File: src/rtl/sbus_pkg.sv
// Shared constants and types for the SBUS multiplier master: peripheral
// register map, status bit positions, access phases and job states.
package sbus_pkg;

    localparam logic [15:0] ADDR_ARG1 = 16'h037F;
    localparam logic [15:0] ADDR_ARG2 = 16'h0388;
    localparam logic [15:0] ADDR_CTRL = 16'h03A0;
    localparam logic [15:0] ADDR_RES  = 16'h0390;
    localparam logic [15:0] ADDR_ONES = 16'h0398;

    localparam int STAT_READY = 1;
    localparam int STAT_VALID = 0;

    typedef enum logic [1:0] {
        PH_IDLE   = 2'd0,
        PH_SETUP  = 2'd1,
        PH_STROBE = 2'd2,
        PH_HOLD   = 2'd3
    } phase_e;

    typedef enum logic [3:0] {
        ST_IDLE    = 4'd0,
        ST_WR_A1   = 4'd1,
        ST_WR_A2   = 4'd2,
        ST_WR_CTRL = 4'd3,
        ST_SETTLE  = 4'd4,
        ST_RD_STAT = 4'd5,
        ST_RD_RES  = 4'd6,
        ST_RD_ONES = 4'd7,
        ST_DONE    = 4'd8
    } state_e;

    // Zero-extend a 24-bit multiplicand to the 32-bit bus width.
    function automatic logic [31:0] pad_arg(input logic [23:0] a);
        return {8'h00, a};
    endfunction

endpackage

File: src/rtl/sbus_access.sv
// Single-access engine: SETUP / STROBE / HOLD, one clock each. A request is
// accepted while idle or in the last (HOLD) clock of the previous access so
// accesses can run back to back. ack is high during HOLD; rdata is the
// live bus read data, meant to be captured on the edge that ends HOLD.
module sbus_access
    import sbus_pkg::*;
(
    input  logic        clk,
    input  logic        n_reset,
    input  logic        req,
    input  logic        we,
    input  logic [15:0] addr,
    input  logic [31:0] wdata,
    output logic        ack,
    output logic [31:0] rdata,
    output logic [15:0] saddress,
    output logic        srd,
    output logic        swr,
    output logic [31:0] sdata_out,
    input  logic [31:0] sdata_in
);

    phase_e      phase_q, phase_d;
    logic        we_q, we_d;
    logic [15:0] saddress_q, saddress_d;
    logic [31:0] sdata_out_q, sdata_out_d;
    logic        srd_q, srd_d;
    logic        swr_q, swr_d;
    logic        accept_s;

    assign accept_s  = req && ((phase_q == PH_IDLE) || (phase_q == PH_HOLD));
    assign ack       = (phase_q == PH_HOLD);
    assign rdata     = sdata_in;
    assign saddress  = saddress_q;
    assign sdata_out = sdata_out_q;
    assign srd       = srd_q;
    assign swr       = swr_q;

    // Phase sequencing; strobes are only ever raised for the STROBE clock.
    always_comb begin
        phase_d     = phase_q;
        we_d        = we_q;
        saddress_d  = saddress_q;
        sdata_out_d = sdata_out_q;
        srd_d       = 1'b0;
        swr_d       = 1'b0;
        case (phase_q)
            PH_IDLE, PH_HOLD: begin
                if (accept_s) begin
                    phase_d     = PH_SETUP;
                    we_d        = we;
                    saddress_d  = addr;
                    sdata_out_d = wdata;
                end else begin
                    phase_d = PH_IDLE;
                end
            end
            PH_SETUP: begin
                phase_d = PH_STROBE;
                srd_d   = ~we_q;
                swr_d   = we_q;
            end
            PH_STROBE: begin
                phase_d = PH_HOLD;
            end
            default: begin
                phase_d = PH_IDLE;
            end
        endcase
    end

    // Register all bus-facing outputs; reset clears them at once.
    always_ff @(posedge clk or negedge n_reset) begin
        if (!n_reset) begin
            phase_q     <= PH_IDLE;
            we_q        <= 1'b0;
            saddress_q  <= 16'h0000;
            sdata_out_q <= 32'h0000_0000;
            srd_q       <= 1'b0;
            swr_q       <= 1'b0;
        end else begin
            phase_q     <= phase_d;
            we_q        <= we_d;
            saddress_q  <= saddress_d;
            sdata_out_q <= sdata_out_d;
            srd_q       <= srd_d;
            swr_q       <= swr_d;
        end
    end

endmodule

File: src/rtl/sbus_mult_master.sv
// Job sequencer for the SBUS multiplier peripheral: writes both operands and
// the control word, waits a settle time, polls status, then reads result and
// set-bit count. All strobe timing lives in sbus_access.
module sbus_mult_master
    import sbus_pkg::*;
#(
    parameter int SETTLE_CYCLES = 8,
    parameter int POLL_LIMIT    = 255
) (
    input  logic        clk,
    input  logic        n_reset,
    input  logic        start,
    input  logic [23:0] arg1,
    input  logic [23:0] arg2,
    output logic        busy,
    output logic        done,
    output logic [31:0] result,
    output logic [23:0] ones,
    output logic        overflow,
    output logic        timeout,
    output logic [15:0] saddress,
    output logic        srd,
    output logic        swr,
    output logic [31:0] sdata_out,
    input  logic [31:0] sdata_in
);

    // A poll limit of zero still allows one status read.
    localparam logic [8:0]  POLL_LIM    = 9'((POLL_LIMIT == 0) ? 1 : POLL_LIMIT);
    localparam logic [15:0] SETTLE_LAST = 16'((SETTLE_CYCLES > 0) ? SETTLE_CYCLES - 1 : 0);
    localparam bit          NO_SETTLE   = (SETTLE_CYCLES == 0);

    state_e      state_q, state_d;
    logic [23:0] arg2_q, arg2_d;
    logic [15:0] settle_cnt_q, settle_cnt_d;
    logic [7:0]  poll_cnt_q, poll_cnt_d;
    logic [8:0]  poll_next_s;
    logic        busy_q, busy_d, done_q, done_d;
    logic [31:0] result_q, result_d;
    logic [23:0] ones_q, ones_d;
    logic        overflow_q, overflow_d, timeout_q, timeout_d;

    logic        acc_req_s, acc_we_s, acc_ack_s;
    logic [15:0] acc_addr_s;
    logic [31:0] acc_wdata_s, acc_rdata_s;

    assign poll_next_s = {1'b0, poll_cnt_q} + 9'd1;

    assign busy     = busy_q;
    assign done     = done_q;
    assign result   = result_q;
    assign ones     = ones_q;
    assign overflow = overflow_q;
    assign timeout  = timeout_q;

    sbus_access u_access (
        .clk       (clk),
        .n_reset   (n_reset),
        .req       (acc_req_s),
        .we        (acc_we_s),
        .addr      (acc_addr_s),
        .wdata     (acc_wdata_s),
        .ack       (acc_ack_s),
        .rdata     (acc_rdata_s),
        .saddress  (saddress),
        .srd       (srd),
        .swr       (swr),
        .sdata_out (sdata_out),
        .sdata_in  (sdata_in)
    );

    // Next-state logic; each access is requested on the edge that enters its state.
    always_comb begin
        state_d      = state_q;
        arg2_d       = arg2_q;
        settle_cnt_d = settle_cnt_q;
        poll_cnt_d   = poll_cnt_q;
        result_d     = result_q;
        ones_d       = ones_q;
        overflow_d   = overflow_q;
        timeout_d    = timeout_q;
        acc_req_s    = 1'b0;
        acc_we_s     = 1'b0;
        acc_addr_s   = 16'h0000;
        acc_wdata_s  = 32'h0000_0000;
        case (state_q)
            ST_IDLE: begin
                if (start) begin
                    state_d     = ST_WR_A1;
                    arg2_d      = arg2;
                    poll_cnt_d  = 8'd0;
                    overflow_d  = 1'b0;
                    timeout_d   = 1'b0;
                    acc_req_s   = 1'b1;
                    acc_we_s    = 1'b1;
                    acc_addr_s  = ADDR_ARG1;
                    acc_wdata_s = pad_arg(arg1);
                end else begin
                    state_d = ST_IDLE;
                end
            end
            ST_WR_A1: begin
                if (acc_ack_s) begin
                    state_d     = ST_WR_A2;
                    acc_req_s   = 1'b1;
                    acc_we_s    = 1'b1;
                    acc_addr_s  = ADDR_ARG2;
                    acc_wdata_s = pad_arg(arg2_q);
                end else begin
                    state_d = ST_WR_A1;
                end
            end
            ST_WR_A2: begin
                if (acc_ack_s) begin
                    state_d     = ST_WR_CTRL;
                    acc_req_s   = 1'b1;
                    acc_we_s    = 1'b1;
                    acc_addr_s  = ADDR_CTRL;
                    acc_wdata_s = 32'h0000_0001;
                end else begin
                    state_d = ST_WR_A2;
                end
            end
            ST_WR_CTRL: begin
                if (acc_ack_s && NO_SETTLE) begin
                    state_d    = ST_RD_STAT;
                    acc_req_s  = 1'b1;
                    acc_addr_s = ADDR_CTRL;
                end else if (acc_ack_s) begin
                    state_d      = ST_SETTLE;
                    settle_cnt_d = 16'd0;
                end else begin
                    state_d = ST_WR_CTRL;
                end
            end
            ST_SETTLE: begin
                if (settle_cnt_q == SETTLE_LAST) begin
                    state_d    = ST_RD_STAT;
                    acc_req_s  = 1'b1;
                    acc_addr_s = ADDR_CTRL;
                end else begin
                    settle_cnt_d = settle_cnt_q + 16'd1;
                end
            end
            ST_RD_STAT: begin
                if (acc_ack_s && !acc_rdata_s[STAT_READY]) begin
                    state_d    = ST_RD_RES;
                    overflow_d = ~acc_rdata_s[STAT_VALID];
                    acc_req_s  = 1'b1;
                    acc_addr_s = ADDR_RES;
                end else if (acc_ack_s && (poll_next_s >= POLL_LIM)) begin
                    state_d    = ST_DONE;
                    poll_cnt_d = poll_next_s[7:0];
                    timeout_d  = 1'b1;
                end else if (acc_ack_s) begin
                    poll_cnt_d = poll_next_s[7:0];
                    acc_req_s  = 1'b1;
                    acc_addr_s = ADDR_CTRL;
                end else begin
                    state_d = ST_RD_STAT;
                end
            end
            ST_RD_RES: begin
                if (acc_ack_s) begin
                    state_d    = ST_RD_ONES;
                    result_d   = acc_rdata_s;
                    acc_req_s  = 1'b1;
                    acc_addr_s = ADDR_ONES;
                end else begin
                    state_d = ST_RD_RES;
                end
            end
            ST_RD_ONES: begin
                if (acc_ack_s) begin
                    state_d = ST_DONE;
                    ones_d  = acc_rdata_s[23:0];
                end else begin
                    state_d = ST_RD_ONES;
                end
            end
            ST_DONE: begin
                state_d = ST_IDLE;
            end
            default: begin
                state_d = ST_IDLE;
            end
        endcase
        busy_d = (state_d != ST_IDLE);
        done_d = (state_d == ST_DONE);
    end

    // Job state and registered status outputs.
    always_ff @(posedge clk or negedge n_reset) begin
        if (!n_reset) begin
            state_q      <= ST_IDLE;
            arg2_q       <= 24'h000000;
            settle_cnt_q <= 16'd0;
            poll_cnt_q   <= 8'd0;
            busy_q       <= 1'b0;
            done_q       <= 1'b0;
            result_q     <= 32'h0000_0000;
            ones_q       <= 24'h000000;
            overflow_q   <= 1'b0;
            timeout_q    <= 1'b0;
        end else begin
            state_q      <= state_d;
            arg2_q       <= arg2_d;
            settle_cnt_q <= settle_cnt_d;
            poll_cnt_q   <= poll_cnt_d;
            busy_q       <= busy_d;
            done_q       <= done_d;
            result_q     <= result_d;
            ones_q       <= ones_d;
            overflow_q   <= overflow_d;
            timeout_q    <= timeout_d;
        end
    end

endmodule

File: config.mk
export PLATFORM = sky130hd
export DESIGN_NAME = sbus_mult_master
export DESIGN_NICKNAME = d
export VERILOG_FILES = /design/src/rtl/sbus_pkg.sv /design/src/rtl/sbus_access.sv /design/src/rtl/sbus_mult_master.sv
export SDC_FILE = /design/constraint.sdc
export NUM_CORES = 1
export LEC_CHECK = 0
export ABC_AREA = 1
export CAP_MARGIN = 20
export CORE_UTILIZATION = 25
export CTS_CLUSTER_DIAMETER = 50
export DETAILED_ROUTE_END_ITERATION = 6
export PLACE_DENSITY = 0.58
export SLEW_MARGIN = 20
export SYNTH_ARGS = -nofsm -noshare
export SYNTH_HDL_FRONTEND = slang
export SYNTH_SLANG_ARGS = --single-unit
File: constraint.sdc
create_clock -name clk -period 2.2 [get_ports clk]
set_input_delay 0.33 -clock clk [delete_from_list [all_inputs] [get_ports clk]]
set_output_delay 0.33 -clock clk [all_outputs]
set_load 0.03 [all_outputs]
# ---- Word-level counts from Yosys, hierarchy flattened
# Index checks and enable logic that the tools add are counted.
dict set report totals {
  reg_bits 165
  input_bits 83
  out_inout_bits 110
  wordCells 109
}
dict set report op_classes {
  n_addsub 2
  n_lt_le_gt_ge 1
  n_eq_ne 19
  muxes 48
  bitwise 2
  reduce_logical 21
}
# op n
set ops {}
lappend ops {{$pmux 16 s6} 1}
lappend ops {{$pmux 24 s3} 1}
lappend ops {{$mux 16} 4}
lappend ops {{$mux 10} 5}
lappend ops {{$mux 24} 2}
lappend ops {{$mux 8} 4}
lappend ops {{$pmux 16 s2} 1}
lappend ops {{$pmux 4 s8} 1}
lappend ops {{$mux 4} 5}
lappend ops {{$add 16x1->16 const B} 1}
lappend ops {{$eq 16x3->1 const B} 1}
lappend ops {{$eq 4x3->1 const B} 4}
lappend ops {{$mux 1} 16}
lappend ops {{$pmux 8 s2} 1}
lappend ops {{$ne 2x2->1 const B} 6}
lappend ops {{$add 8x1->9 const B} 1}
lappend ops {{$ge 9x8->1 const B} 1}
lappend ops {{$eq 4x2->1 const B} 2}
lappend ops {{$reduce_and 2->1} 4}
lappend ops {{$reduce_and 4->1} 2}
lappend ops {{$pmux 1 s2} 3}
lappend ops {{$pmux 2 s3} 1}
lappend ops {{$reduce_and 3->1} 2}
lappend ops {{$eq 2x2->1 const B} 2}
lappend ops {{other kinds (17)} 22}

# ---- Logic depth before layout (Yosys ltp)
dict set report depth {
  word_depth 9
  depth_mapped 14
  ltp_nobuf 14
}

# ---- Hierarchy
# Synthesis repeated with hierarchy kept, for this count alone.
dict set report unflattened {
  cells_unflattened 877
  area_unflattened_um2 7619.8
}
# module instances cells_each area_each_um2 seq_area_each_um2
set by_module_without_submodules {}
lappend by_module_without_submodules {sbus_mult_master 1 615 5246.3 2802.7}
lappend by_module_without_submodules {sbus_access 1 262 2373.5 1326.3}

# ---- Least setup slack after synthesis
# OpenSTA, ideal clock, no wires.
dict set report synth_path {
  path_kind {reg-to-reg}
  start {register poll_cnt_q[0]}
  end {register u_access.sdata_out_q[14] (netlist: u_access.sdata_out[14])}
  setup_ns 0.065
  t_arrival_ns 1.787
  t_required_ns 2.135
  path_slack_ns 0.347
  path_stages_with_launch 15
  path_buffers 1
  period_less_slack_ns 1.853
  cell_sequence {dfrtp_1 -> inv_1 -> ha_1 -> nor2_1 -> nor2_1 -> nor2_1 -> nand3_1 -> nor2_4 -> nand2_4 -> nand4_2 -> nand3_4 -> nand2_4 -> buf_12 -> nand2_2 -> nand2_2}
}
dict set report synth_via {
  elab_chain_len 8
}
# element line_no
set synth_lines {}
lappend synth_lines {{from (decl)} sbus_mult_master.sv:36} ;# logic [7:0] poll_cnt_q, poll_cnt_d;
lappend synth_lines {{from (signal assigned)} sbus_mult_master.sv:209} ;# poll_cnt_q <= poll_cnt_d;
lappend synth_lines {{$add 8x1->9} sbus_mult_master.sv:47} ;# assign poll_next_s = {1'b0, poll_cnt_q} + 9'd1;
lappend synth_lines {{$ge 9x8->1} sbus_mult_master.sv:151} ;# end else if (acc_ack_s && (poll_next_s >= POLL_LIM)) begin
lappend synth_lines {{$logic_and 1x1->1} sbus_mult_master.sv:151}
lappend synth_lines {{$mux 1} sbus_mult_master.sv:151}
lappend synth_lines {{$mux 1} sbus_mult_master.sv:146} ;# if (acc_ack_s && !acc_rdata_s[STAT_READY]) begin
lappend synth_lines {{$pmux 1 s4} sbus_mult_master.sv:86} ;# case (state_q)
lappend synth_lines {{$logic_and 1x1->1} sbus_access.sv:31} ;# assign accept_s = req && ((phase_q == PH_IDLE) || (phase_q == PH_HOLD));
lappend synth_lines {{$reduce_and 2->1 (no source line)} n/a}
lappend synth_lines {{to (signal assigned)} sbus_access.sv:85} ;# sdata_out_q <= sdata_out_d;
lappend synth_lines {{to (decl)} sbus_access.sv:26} ;# logic [31:0] sdata_out_q, sdata_out_d;
# Every way passes these cells.
# A chain may end at the register's enable or synchronous reset.

# ---- Worst setup path after layout
dict set report layout_path {
  start {register poll_cnt_q[0]}
  end {register u_access.sdata_out_q[23] (netlist: u_access.sdata_out[23])}
}
# The elaborated chain is that of the path after synthesis.

==> summary.md <==
The flow ran to the end, and the final reports show no timing, DRC or antenna violations. The run gives 8.00 mm as the detailed-route wire length on metal 1. Among all flip-flop cells after synthesis, the most frequent one is dfrtp_1. The tools report the global route total overflow as 0. Subtracting the final worst setup slack from the clock period gives 2.03 ns. Headroom to the max-slew limit: 0.666.

The Yosys step of the flow raised 0 warnings. Footprint of the flip-flops and latches: 3680 sq um. The total DRC errors in the routed layout came out at 0.

The number of failing hold endpoints at the final stage was 0. Signal routing reaches up to met4. The total wirelength of the detailed-routed design is 18.3 mm, and the clock-pin slew on the worst setup and hold paths is 0.06 ns. The tools report the pin count of the biggest net entering global routing as 60. The die covers 28600 sq um. The clock tree synthesis step divided the H-tree into 4 levels. The commonest cells after synthesis are nand2_1, dfrtp_1, inv_1. The portion of synthesized cell area occupied by the leading cell type is 0.526. The tree is rooted in a clkbuf_16. For the initial standard-cell utilization of the core, the log shows 0.257.

The run gives 0 as the final count of pins violating max slew. The TritonCTS buffer count was 17. The number of flops mapped to enable cells by yosys was 0. The initial antenna violation count was 0; the power density of the placed cells was 1340 nW/um^2. The total power draw was 13.2 mW. The top-level port count was 193. Number of optimization iterations in the first detailed-route pass: 4.

Dividing the detail-routed via count by the number of cells gives 4.19. The routed wire length on met2 was 8.62 mm. The number of endpoints failing setup at the final stage was 0; the transition at the pin with the smallest max-transition slack was 0.496 ns.

IR analysis of the VDD net gives a maximum drop of 0.599 mV. Setup repair after global routing left no endpoint under its margin. By startpoint and endpoint, the worst setup path is classified as register to register. The maximum frequency from static timing analysis was 494 MHz; the per-cell routed wire length was 13.6 um.

The biggest area contributor in the post-synthesis netlist is dfrtp_1. The global placer's final weighted congestion was 0.854. In this run the static leakage power is 4.64 nW.

Pre-CTS setup slack: 0.178 ns. The longest clock path from root to sink contains 2 buffers. The tightest min-delay check is of the input port to asynchronous set/reset pin type. The die is 169 um wide. The remaining antenna violation count is 0, and the all-layer global routing usage is 0.133.

The overall via count from detail_route is 5629. In the final timing run, aggregate negative setup slack is 0 ns. After clock tree synthesis, the repair step resized 0 gates. The register area share after synthesis was 0.526; the first-pass GRT wire length was 30.0 mm. In this run the tool buffered the top-level ports with 178 buffer cells.

The portion of the clock cycle consumed by the worst path in the final layout came out at 0.921. Type of element launching the critical path: a register. The count of state elements after synthesis was 147. Summed over all nets, the half-perimeter wirelength after detailed placement is 13.1 mm.

The number of different library cells used by synthesis comes to 36. The run gives 2819 as the filler cell count in the final layout. The run gives 2.38 ns as the arrival time of the worst setup path. The run gives 0.175 ns as the worst-case setup margin in the final layout. Yosys attributes the largest share of cell area to dfrtp_1, nand2_1, o21ai_0. The tools report the cell area after technology mapping as 6990 sq um. Across the routed clock network, the largest skew measured is 0.0126 ns.

Clock tree synthesis found a total of 147 sinks. TritonCTS built the clock tree. The number of global-route vias before repair was 5728; the post-synthesis to final-layout area growth was 41.0%. The area of the core is 27200 sq um. For this block, the initial DRC count from the detailed router was 269. The tool flagged a number of max-cap violations equal to 0. For the count of standard-cell rows, the log shows 60. STA classifies the critical path endpoint as a register. The final layout contains 1048 nets.

In the final layout, the multi-input gates occupy 2710 sq um. The y dimension of the die works out to 169 um. Detailed routing placed a total of 1.36 mm of wire on met3. The mean area per synthesized cell was 8.97 sq um. The tools report the source-to-sink clock delay at the later pin of the worst-skew pair as 0.42 ns. The most frequently used cell type in the post-synthesis netlist is nand2_1.

The share of synthesized flip-flops with an asynchronous set or reset was 1.00; the antenna cell count was 0. The biggest fanout along the worst timing path came out at 15. Data on the critical path is required at its endpoint by 2.56 ns.

Ratio of cells with drive above 1 in the final layout: 0.122. The number of instances in the synthesized netlist is 779.
## cell usage in the layout, fill, tap and decap left out, types with 15 or more instances in the layout
| master | netlist | routed |
|---|---|---|
| nand3_1 | 55 | 55 |
| nor2_1 | 18 | 18 |
| clkbuf_16 | 0 | 17 |
| inv_1 | 77 | 77 |
| o21ai_0 | 68 | 68 |
| nand2_4 | 21 | 21 |
| clkdlybuf4s50_1 | 0 | 177 |
| o22ai_1 | 15 | 15 |
| dfrtp_1 | 147 | 147 |
| nand2_1 | 202 | 201 |
| a22o_1 | 15 | 15 |
## power by group
group          internal, mW  total (mW)  switching [mW]
Sequential             3.66        4.30           0.636
Clock                  1.92        3.13            1.21
Combinational          2.25        5.73            3.48
Total                  7.83        13.2            5.33
## registers in the layout, summed over array words and instances (netlist names), 2 cells and up
| name | flops |
|---|---|
| ones | 24 |
| result | 32 |
| u_access.sdata_out | 24 |
| state_q | 4 |
| u_access.phase_q | 2 |
| settle_cnt_q | 16 |
| u_access.saddress | 6 |
| arg2_q | 24 |
| poll_cnt_q | 8 |
## metal layers
metal | GRT usage | vias up
li1 | - | 2839
met1 | 0.160 | 2635
met2 | 0.214 | 137
met3 | 0.0522 | 18
met4 | 0.0470 | 0
met5 | 0 | -
## kinds of logic after synthesis
family          share of synthesized area
flops                               0.526
compound gates                     0.0938
xor+xnor                           0.0175
simple gates                        0.245
other cells                      0.000537
fa+ha+maj                          0.0107
buf+inv                            0.0931
mux                                0.0129
## worst paths after layout
| check | cells after the start | start | to | slack [ns] |
|---|---|---|---|---|
| max | 14 | poll_cnt_q[0] | u_access.sdata_out[23] | 0.17 |
| max in group asynchronous | 3 | n_reset | result[16] | 1.18 |
| max reg2reg | 14 | poll_cnt_q[0] | u_access.sdata_out[23] | 0.17 |
| min | 2 | n_reset | result[31] | 0.37 |
| min in group clk | 1 | u_access.we_q | u_access.srd | 0.45 |
| min reg2reg | 1 | u_access.we_q | u_access.srd | 0.45 |
## layout make-up
type	instances	area share
sequential	147	0.373
multi-input combinational	504	0.275
timing repair buffer	199	0.206
tap	372	0.0473
clock buffer	18	0.0436
inverter	90	0.0343
clock inverter	13	0.0202
## per-stage QoR
stage | utilization | hold slack [ns] | area (sq um) | std cells
after floorplan | - | 0.0344 | 7040 | 792
after global placement | 0.339 | 0.248 | 9210 | 1311
after detailed placement | 0.339 | 0.255 | 9210 | 1311
after CTS | 0.362 | 0.358 | 9850 | 1343
after global routing | 0.362 | 0.398 | 9850 | 1343
final | 0.362 | 0.366 | 9850 | 1343
## repair_timing
action                                 4_1_cts  5_1_grt
endpoints found under the hold margin       29        0
hold buffers                                 1        0
buffers inserted                             0        0
## worst max-delay path, stage by stage, from the launching register on
cell and delay [ns]:
dfrtp_1 0.44, inv_1 0.07, ha_1 0.31, nor2_1 0.09, nor2_1 0.04, nor2_1 0.08, nand3_1 0.12, nor2_4 0.12
nand2_4 0.07, nand4_2 0.09, nand3_4 0.10, nand2_4 0.10, buf_12 0.19, nand2_1 0.07, nand2_1 0.06
Power figures use the tool's default switching activity.
